`config.mk`:
```
export PLATFORM = sky130hd
export DESIGN_NAME = threat_monitor
export DESIGN_NICKNAME = d
export VERILOG_FILES = /design/src/rtl/threat_monitor.sv
export SDC_FILE = /design/constraint.sdc
export NUM_CORES = 1
export LEC_CHECK = 0
export CAP_MARGIN = 20
export CORE_MARGIN = 5
export CORE_UTILIZATION = 42
export CTS_CLUSTER_DIAMETER = 150
export DETAILED_ROUTE_END_ITERATION = 16
export SLEW_MARGIN = 10
export SYNTH_ARGS = -nofsm -noshare
export SYNTH_HDL_FRONTEND = slang
export SYNTH_SLANG_ARGS = --single-unit
```
`constraint.sdc`:
```
create_clock -name clk -period 6.02 [get_ports clk]
set_input_delay 1.204 -clock clk [delete_from_list [all_inputs] [get_ports clk]]
set_output_delay 1.204 -clock clk [all_outputs]
set_load 0.1 [all_outputs]
```
`src/rtl/threat_monitor.sv`:
```
// Debounced eight-criterion threat classifier with per-bit persistence/release hysteresis.
// Optional sticky status is built only when THREAT_MON_STICKY_EN is defined.
module threat_monitor #(
  parameter int DATA_W    = 8,
  parameter int PERSIST_W = 4,
  parameter int CNT_W     = 16
) (
  input  logic                 clk,
  input  logic                 reset_n,
  input  logic                 sample_valid,
  input  logic [DATA_W-1:0]    signal_in,
  input  logic [DATA_W-1:0]    hi_thresh,
  input  logic [DATA_W-1:0]    lo_thresh,
  input  logic [DATA_W-1:0]    spoof_sig,
  input  logic [PERSIST_W-1:0] persist_thr,
  input  logic [PERSIST_W-1:0] release_thr,
  input  logic                 sticky_clr,
  output logic [7:0]           threat_vector,
  output logic                 threat_change,
  output logic [CNT_W-1:0]     threat_count,
  output logic [7:0]           threat_sticky
);

  logic [DATA_W-1:0]    prev_q, prev_d;
  logic                 prev_ok_q, prev_ok_d;
  logic [7:0]           vec_q, vec_d;
  logic [PERSIST_W-1:0] cnt_q [8];
  logic [PERSIST_W-1:0] cnt_d [8];
  logic                 flip_q, flip_d;
  logic                 change_q;
  logic [CNT_W-1:0]     count_q, count_d, count_base;

  logic [7:0]           raw;
  logic [7:0]           rise;
  logic [DATA_W-1:0]    ramp_val;
  logic [PERSIST_W-1:0] persist_eff, release_eff, thr;
  logic [PERSIST_W:0]   cnt_inc;

  assign ramp_val    = prev_q + DATA_W'(1);
  assign persist_eff = (persist_thr == '0) ? PERSIST_W'(1) : persist_thr;
  assign release_eff = (release_thr == '0) ? PERSIST_W'(1) : release_thr;

  // Raw criteria; history-based bits stay quiet until a first sample exists.
  always_comb begin
    // NOTE: every combinational output gets a default first so no latch is inferred.
    raw    = '0;
    raw[0] = signal_in > hi_thresh;
    raw[1] = signal_in < lo_thresh;
    raw[2] = signal_in == spoof_sig;
    raw[3] = signal_in == '0;
    raw[4] = prev_ok_q && (signal_in == ramp_val);
    raw[5] = signal_in == '1;
    raw[6] = ^signal_in;
    raw[7] = prev_ok_q && (signal_in == prev_q);
  end

  always_comb begin
    vec_d     = vec_q;
    cnt_d     = cnt_q;
    prev_d    = prev_q;
    prev_ok_d = prev_ok_q;
    thr       = '0;
    cnt_inc   = '0;
    if (sample_valid) begin
      prev_d    = signal_in;
      prev_ok_d = 1'b1;
      for (int i = 0; i < 8; i++) begin
        if (raw[i] == vec_q[i]) begin
          cnt_d[i] = '0;
        end else begin
          thr     = vec_q[i] ? release_eff : persist_eff;
          cnt_inc = {1'b0, cnt_q[i]} + (PERSIST_W+1)'(1);
          if (cnt_inc >= {1'b0, thr}) begin
            vec_d[i] = ~vec_q[i];
            cnt_d[i] = '0;
          end else begin
            cnt_d[i] = cnt_inc[PERSIST_W-1:0];
          end
        end
      end
    end
  end

  assign rise   = vec_d & ~vec_q;
  assign flip_d = |(vec_d ^ vec_q);

  // Clear takes effect before the increment, so a coinciding onset leaves a count of 1.
  always_comb begin
    count_base = sticky_clr ? '0 : count_q;
    count_d    = count_base;
    if (|rise && !(&count_base)) count_d = count_base + CNT_W'(1);
  end

  always_ff @(posedge clk or negedge reset_n) begin
    if (!reset_n) begin
      prev_q    <= '0;
      prev_ok_q <= 1'b0;
      vec_q     <= '0;
      flip_q    <= 1'b0;
      change_q  <= 1'b0;
      count_q   <= '0;
      // NOTE: the qualifier counters are ordinary flops, so they are reset to drop partial runs.
      for (int i = 0; i < 8; i++) cnt_q[i] <= '0;
    end else begin
      // NOTE: sequential state uses non-blocking assignments so all flops update together.
      prev_q    <= prev_d;
      prev_ok_q <= prev_ok_d;
      vec_q     <= vec_d;
      flip_q    <= flip_d;
      change_q  <= flip_q;
      count_q   <= count_d;
      for (int i = 0; i < 8; i++) cnt_q[i] <= cnt_d[i];
    end
  end

`ifdef THREAT_MON_STICKY_EN
  logic [7:0] sticky_q;

  always_ff @(posedge clk or negedge reset_n) begin
    if (!reset_n) sticky_q <= '0;
    else          sticky_q <= (sticky_clr ? 8'h00 : sticky_q) | vec_q;
  end

  assign threat_sticky = sticky_q;
`else
  assign threat_sticky = '0;
`endif

  assign threat_vector = vec_q;
  assign threat_change = change_q;
  assign threat_count  = count_q;

endmodule

```
; After elaboration in Yosys (flattened, before gate mapping)
; Cells that the tools add are included.
[totals]
register_bits = 67
inputBits = 44
out_inout_bits = 33
wordCells = 113
[classes]
n_addsub = 10
order_cmp = 10
n_eq_ne = 12
n_mux = 45
bitwise_logic = 11
n_reduce_logical = 11
[ops]
columns = operator, n
row1 = 2-to-1 mux 4 bit, 26
row2 = "adder 4 x 1 -> 5 bit, second input constant", 8
row3 = greater-or-equal comparator 5 x 4 -> 1 bit, 8
row4 = 2-to-1 mux 16 bit, 2
row5 = == test 8 bit, 3
row6 = "adder 16 x 1 -> 16 bit, second input constant", 1
row7 = 2-to-1 mux 1 bit, 16
row8 = AND reduction 16 bit, 1
row9 = OR reduction 8 bit, 2
row10 = "adder 8 x 1 -> 8 bit, second input constant", 1
row11 = AND 8 bit, 1
row12 = == test 1 bit, 8
row13 = "== test 8 bit, second input constant", 1
row14 = > comparator 8 bit, 1
row15 = zero test 4 bit, 2
row16 = zero test 8 bit, 1
row17 = < comparator 8 bit, 1
row18 = 2-to-1 mux 8 bit, 1
row19 = NOT 1 bit, 8
row20 = NOT 8 bit, 1
row21 = parity 8 bit, 1
row22 = bitwise XOR 8 bit, 1
row23 = logical AND 1 bit, 3
row24 = zero test 1 bit, 1

; Depth between registers and ports, before layout
[logic_depth]
word_depth = 11
ltp_mapped = 18
ltp_nobuf = 17

; Worst setup path after synthesis
; OpenSTA, ideal clock, no wires.
[synth_path]
path_kind = input to register
from = input port release_thr[3]
to = register count_q[4], in the netlist threat_count[4]
setup_ns = 0.131
arrival_time_ns = 4.567
t_required_ns = 5.889
setup_slack_ns = 1.322
path_stages = 18
path_buffers = 1
path_cell_list = clkbuf_1 nor3_1 nor3_1 a21oi_1 ha_1 nand2b_1 a21o_1 a21o_1 a21oi_1 nor2_1 mux2_2 ha_1 nor4_1 nand2_1 o21a_1 nand4_1 xor2_1 nor2_1
[synth_via]
elab_chain_len = 11
word_cells_on_any_way = 39
cone_classes = order compare: 8 / mux: 27 / bitwise: 1 / reduce/logical: 3
[synth_rtl]
columns = item, line_no
row1 = "start, declared", 16  ; input logic [PERSIST_W-1:0] release_thr,
row2 = zero test 4 bit, 41  ; assign release_eff = (release_thr == '0) ? PERSIST_W'(1) : release_thr;
row3 = 2-to-1 mux 4 bit (*), 41
row4 = 2-to-1 mux 4 bit (*), 71  ; thr = vec_q[i] ? release_eff : persist_eff;
row5 = greater-or-equal comparator 5 x 4 -> 1 bit (*), 73  ; if (cnt_inc >= {1'b0, thr}) begin
row6 = 2-to-1 mux 1 bit (*), 73
row7 = 2-to-1 mux 1 bit (*), 68  ; if (raw[i] == vec_q[i]) begin
row8 = 2-to-1 mux 8 bit (*), 64  ; if (sample_valid) begin
row9 = via vec_d[1], 26  ; logic [7:0] vec_q, vec_d;
row10 = AND 8 bit (*), 84  ; assign rise = vec_d & ~vec_q;
row11 = OR reduction 8 bit (*), 91  ; if (|rise && !(&count_base)) count_d = count_base + CNT_W'(1);
row12 = logical AND 1 bit (*), 91
row13 = 2-to-1 mux 16 bit (*), 91
row14 = via count_d[4], 31  ; logic [CNT_W-1:0] count_q, count_d, count_base;
row15 = "end signal, assigned", 111  ; count_q <= count_d;
row16 = "end, declared", 31
; The timed path passes the listed nets; every way through them passes the cells marked *.
; A chain may end at the register's enable or synchronous reset.

; Worst setup path in the final report
[layout_path]
from = input port persist_thr[3]
to = register count_q[11], in the netlist threat_count[11]
[layout_via]
elab_chain_len = 11
word_cells_on_any_way = 39
cone_classes = order compare: 8 / mux: 27 / bitwise: 1 / reduce/logical: 3
[layout_rtl]
columns = item, line_no
row1 = "start, declared", 15  ; input logic [PERSIST_W-1:0] persist_thr,
row2 = zero test 4 bit, 40  ; assign persist_eff = (persist_thr == '0) ? PERSIST_W'(1) : persist_thr;
row3 = 2-to-1 mux 4 bit (*), 40
row4 = 2-to-1 mux 4 bit (*), 71
row5 = greater-or-equal comparator 5 x 4 -> 1 bit (*), 73
row6 = 2-to-1 mux 1 bit (*), 73
row7 = 2-to-1 mux 1 bit (*), 68
row8 = 2-to-1 mux 8 bit (*), 64
row9 = via vec_d[1], 26
row10 = AND 8 bit (*), 84
row11 = OR reduction 8 bit (*), 91
row12 = logical AND 1 bit (*), 91
row13 = 2-to-1 mux 16 bit (*), 91
row14 = via count_d[11], 31
; Marked as above.

==> impl_results.md <==
* Combined global-route utilization of all metal layers at 0.173
* Buf+Inv Stages, Crit Path at 1
* Cell types occupying the most area after synthesis: dfrtp_1 30%, ha_1 17%, xnor2_1 6.5%
* Hold-fix buffers, CTS at 0
* Count of pins over their slew limit at 0
* Area of the mapped netlist at roughly 5500 um2
* Number of detailed-route iterations in the first pass at 4
* Setup repair after global routing missed its margin: no
* Vias in the first global route at between 4000 and 5000
* Final WL at about 13000 um
* Overall via count from detail_route at 4432
* Count of input and output buffers at between 60 and 70
* Portion of the clock cycle consumed by the worst path in the final layout at 0.827
* Remaining design rule violation count at 0
* Delay of the slowest cell on the worst path at about 700 ps
* Top-level port count at slightly below 80
* Time the final worst path needs with I/O delays and setup at roughly 5000 ps
* Total of flip-flops plus latches after synthesis at 67
* Die X-Extent at 125 um
* Per-cell via count in the routed design at about 5.4
* Met3 demand-to-capacity share in global routing at 0.0364
* Count of endpoints failing setup in the final report at 0
* Filler Cell Count at around 1200
* Critical-path cell with the highest stage delay: clkdlybuf4s50_1
* Seq/Total Area, Yosys at 0.304
* Pin count of the biggest net entering global routing at 68
* Clock Pin Slew Worst Setup and Hold Paths at approximately 60 ps
* Root cell of the clock tree: clkbuf_16
* Global-route met2 utilization at 0.287
* Setup Total Neg Slack at 0 ps
* Nets at 757
* Post-Place Setup Slack at around 700 ps
* DIE HEIGHT at 125 um
* Max-cap violations at 0
* Final Instance Count excl. Fillers at approximately 820
* Antenna cells at 0
* Gate count of the mapped netlist at a little under 600
* Number of different library cells in the post-synthesis netlist at 53
* Leakage Power at 2.99 nW
* Count of final hold-check violations at 0
* Highest fanout seen on the critical path at 9
* Area delta synth->final at 19.1%
* Top achievable clock speed at between 0.2 and 0.25 GHz
* Met1 demand-to-capacity share in global routing at 0.227
* Core area at about 13000 um2
* Start point of the worst hold path: flip_q
* Clock Skews at between 7 and 8 ps
* Actual slew at the worst max-slew pin at a little under 1000 ps
* Final setup slack of the worst path at approximately 1000 ps
* Family with the most delay on the worst path: simple AND/OR/NAND/NOR gates
* Clock tree buffer depth at 2
* Wire length per cell after detailed routing at between 15 and 20 um
* CP arrival at around 5200 ps
* Number of rows in the core area at between 40 and 50
* Die area at around 16000 um2
* Launching element type of the critical path: primary input
* Average footprint of a synthesized cell at 9.49 um2
* Fraction of final layout cells sized beyond drive strength 1 at 0.0683
* Post-cts sizing count at 0
* Initial antenna violation count at 0
* Global-route wire length before repair at 22400 um
* Number of synthesis warnings at 0
* Initial core utilization at 0.434
* Remaining global-route overflow at 0
* Main synth FF type: dfrtp_1
* Share of the core filled with cells at 0.516
* Max-Slew Margin vs Limit at 0.342
* Power, Total at between 2 and 2.5 mW
* Post-synth EDFFs at 0
* Clock latency of the later-clocked register in the worst-skew pair at roughly 330 ps
* Power density over cell area at 328 nW/um2
* Endpoint required time on the critical path at 6270 ps
* Maximum vdd ir drop at between 0.1 and 0.15 mV
* Worst Path Class, Setup: primary input to register
* CP startpoint: persist_thr[3]
* Weighted congestion at the end of routability-driven global placement at roughly 0.80
* CTS tree: done
* Dominant cell type by count on the critical path: nor2_1
* Antenna Violating Nets Remaining at 0
* Async S/R FF share, synth at 1.00
* Number of buffers created by CTS at 9
* Area share of the leading cell type in the synthesized netlist at 0.304
* Library cell occupying the most area in the post-synthesis netlist: dfrtp_1
* CTS Sinks at 67
* Post-CTS Setup Bufs at 0
* Post-DP HPWL at 9790 um
* Most Crowded Layer GR: met2
* Worst hold path class: register to register
* Status: finished clean
* Category of the worst setup path capture point: register
* Clock H-tree levels at 3
* Cells along the critical path: clkdlybuf4s50_1, nor3_1, nor2_1, a21oi_1, ha_1, nand2b_1, a21o_1, a21o_1, a21oi_1, nor2_1, mux2_2, ha_1, nor4_1, nand2_1, o2111ai_1, nor2_1, nand2_1, mux2i_1
* Violation count after the first detailed-route iteration at 281
* Placed cells at ~800
* Launch point of the worst reg-to-reg path: threat_vector[1]
-- final timing paths --
kind / endpoint / slack [ps] / depth (start not counted)
setup / recovery: threat_count[11] / 1040 / 18
hold / removal: threat_change / 340 / 0
setup reg to reg: threat_count[11] / 2120 / 17
hold reg to reg: threat_change / 340 / 0
max in group asynchronous: prev_q[2] / 4350 / 2
min in group asynchronous: cnt_q[7] / 1080 / 2
-- area by class of cell --
| cell class | instances | area (um2) | share of cell area |
|---|---|---|---|
| Clock buffer | 11 | 243 | 0.0370 |
| Clock inverter | 4 | 51.3 | 0.00781 |
| Inverter | 61 | 229 | 0.0349 |
| Multi-Input combinational cell | 429 | 3450 | 0.526 |
| Sequential cell | 67 | 1680 | 0.255 |
| Tap cell | 172 | 215 | 0.0328 |
| Timing Repair Buffer | 72 | 701 | 0.107 |
-- metrics by stage --
stage / cell area, um2 / hold WS [ps]
2_1_floorplan: 5540 / 331
3_3_place_gp: 6270 / 334
3_5_place_dp: 6270 / 340
4_1_cts: 6570 / 349
5_1_grt: 6570 / 362
6_report: 6570 / 343
-- cell usage in the layout (no fill, tap or decap), drive strengths merged, types with 17 or more instances in the layout --
| master | count |
|---|---|
| a21o | 18 |
| ha | 73 |
| nor2 | 19 |
| mux2i | 35 |
| nand2b | 18 |
| nand4 | 18 |
| xnor2 | 41 |
| o21ai | 17 |
| nor3 | 18 |
| clkdlybuf4s50 | 66 |
| dfrtp | 67 |
| nand3 | 21 |
| inv | 61 |
| a21oi | 23 |
-- registers in the layout, summed over array words and instances, names as in the netlist --
name and count:
flip_q 1, prev_ok_q 1, threat_change 1, cnt_q 32, prev_q 8, threat_count 16, threat_vector 8
-- cell usage after synthesis, types with 2 or more instances --
master and count:
a22o_1 4, nor2_1 19, nand4_1 18, nand4b_1 2, xnor2_1 41, o21a_1 3, or2_2 2, buf_4 8
ha_1 73, a21oi_1 23, inv_1 61, a31o_2 7, a2111oi_0 2, o2111ai_1 7, and4_1 2, a21o_1 17
nor4_1 2, xor2_1 15, nor3_1 18, a31oi_1 5, a211oi_1 3, and2_1 3, mux2i_1 35, nand2_1 14
o2bb2ai_1 8, o221ai_1 6, clkbuf_8 3, nand3_1 20, o32ai_1 3, dfrtp_1 67, nand2b_1 18, or3_1 3
o21ai_0 17, clkbuf_1 18, nor2b_1 4, mux2_2 10, and3_1 4
-- kinds of logic after synthesis --
group,count (synthesis),share of synthesized area
AOI/OAI and AO/OA,111,0.145
xor gates and xnor gates,56,0.0889
adders and majority gates,73,0.166
buffers and inverters,92,0.0749
DFF,67,0.304
muxes,45,0.0839
other,1,0.000680
and+or+nand+nor,136,0.137
-- routing by layer --
layer  vias to the layer above  routed length [um]
met5                         -                   0
met4                         0                 196
met3                        14                 520
met2                        98                6210
met1                      2142                6030
li1                       2178                   -
-- where the power goes --
part	internal (mW)	switching (mW)	total (mW)
clock network	0.330	0.194	0.524
logic	0.398	0.615	1.01
registers	0.519	0.102	0.621
total	1.25	0.911	2.16
(Power assumes the default switching activity.)
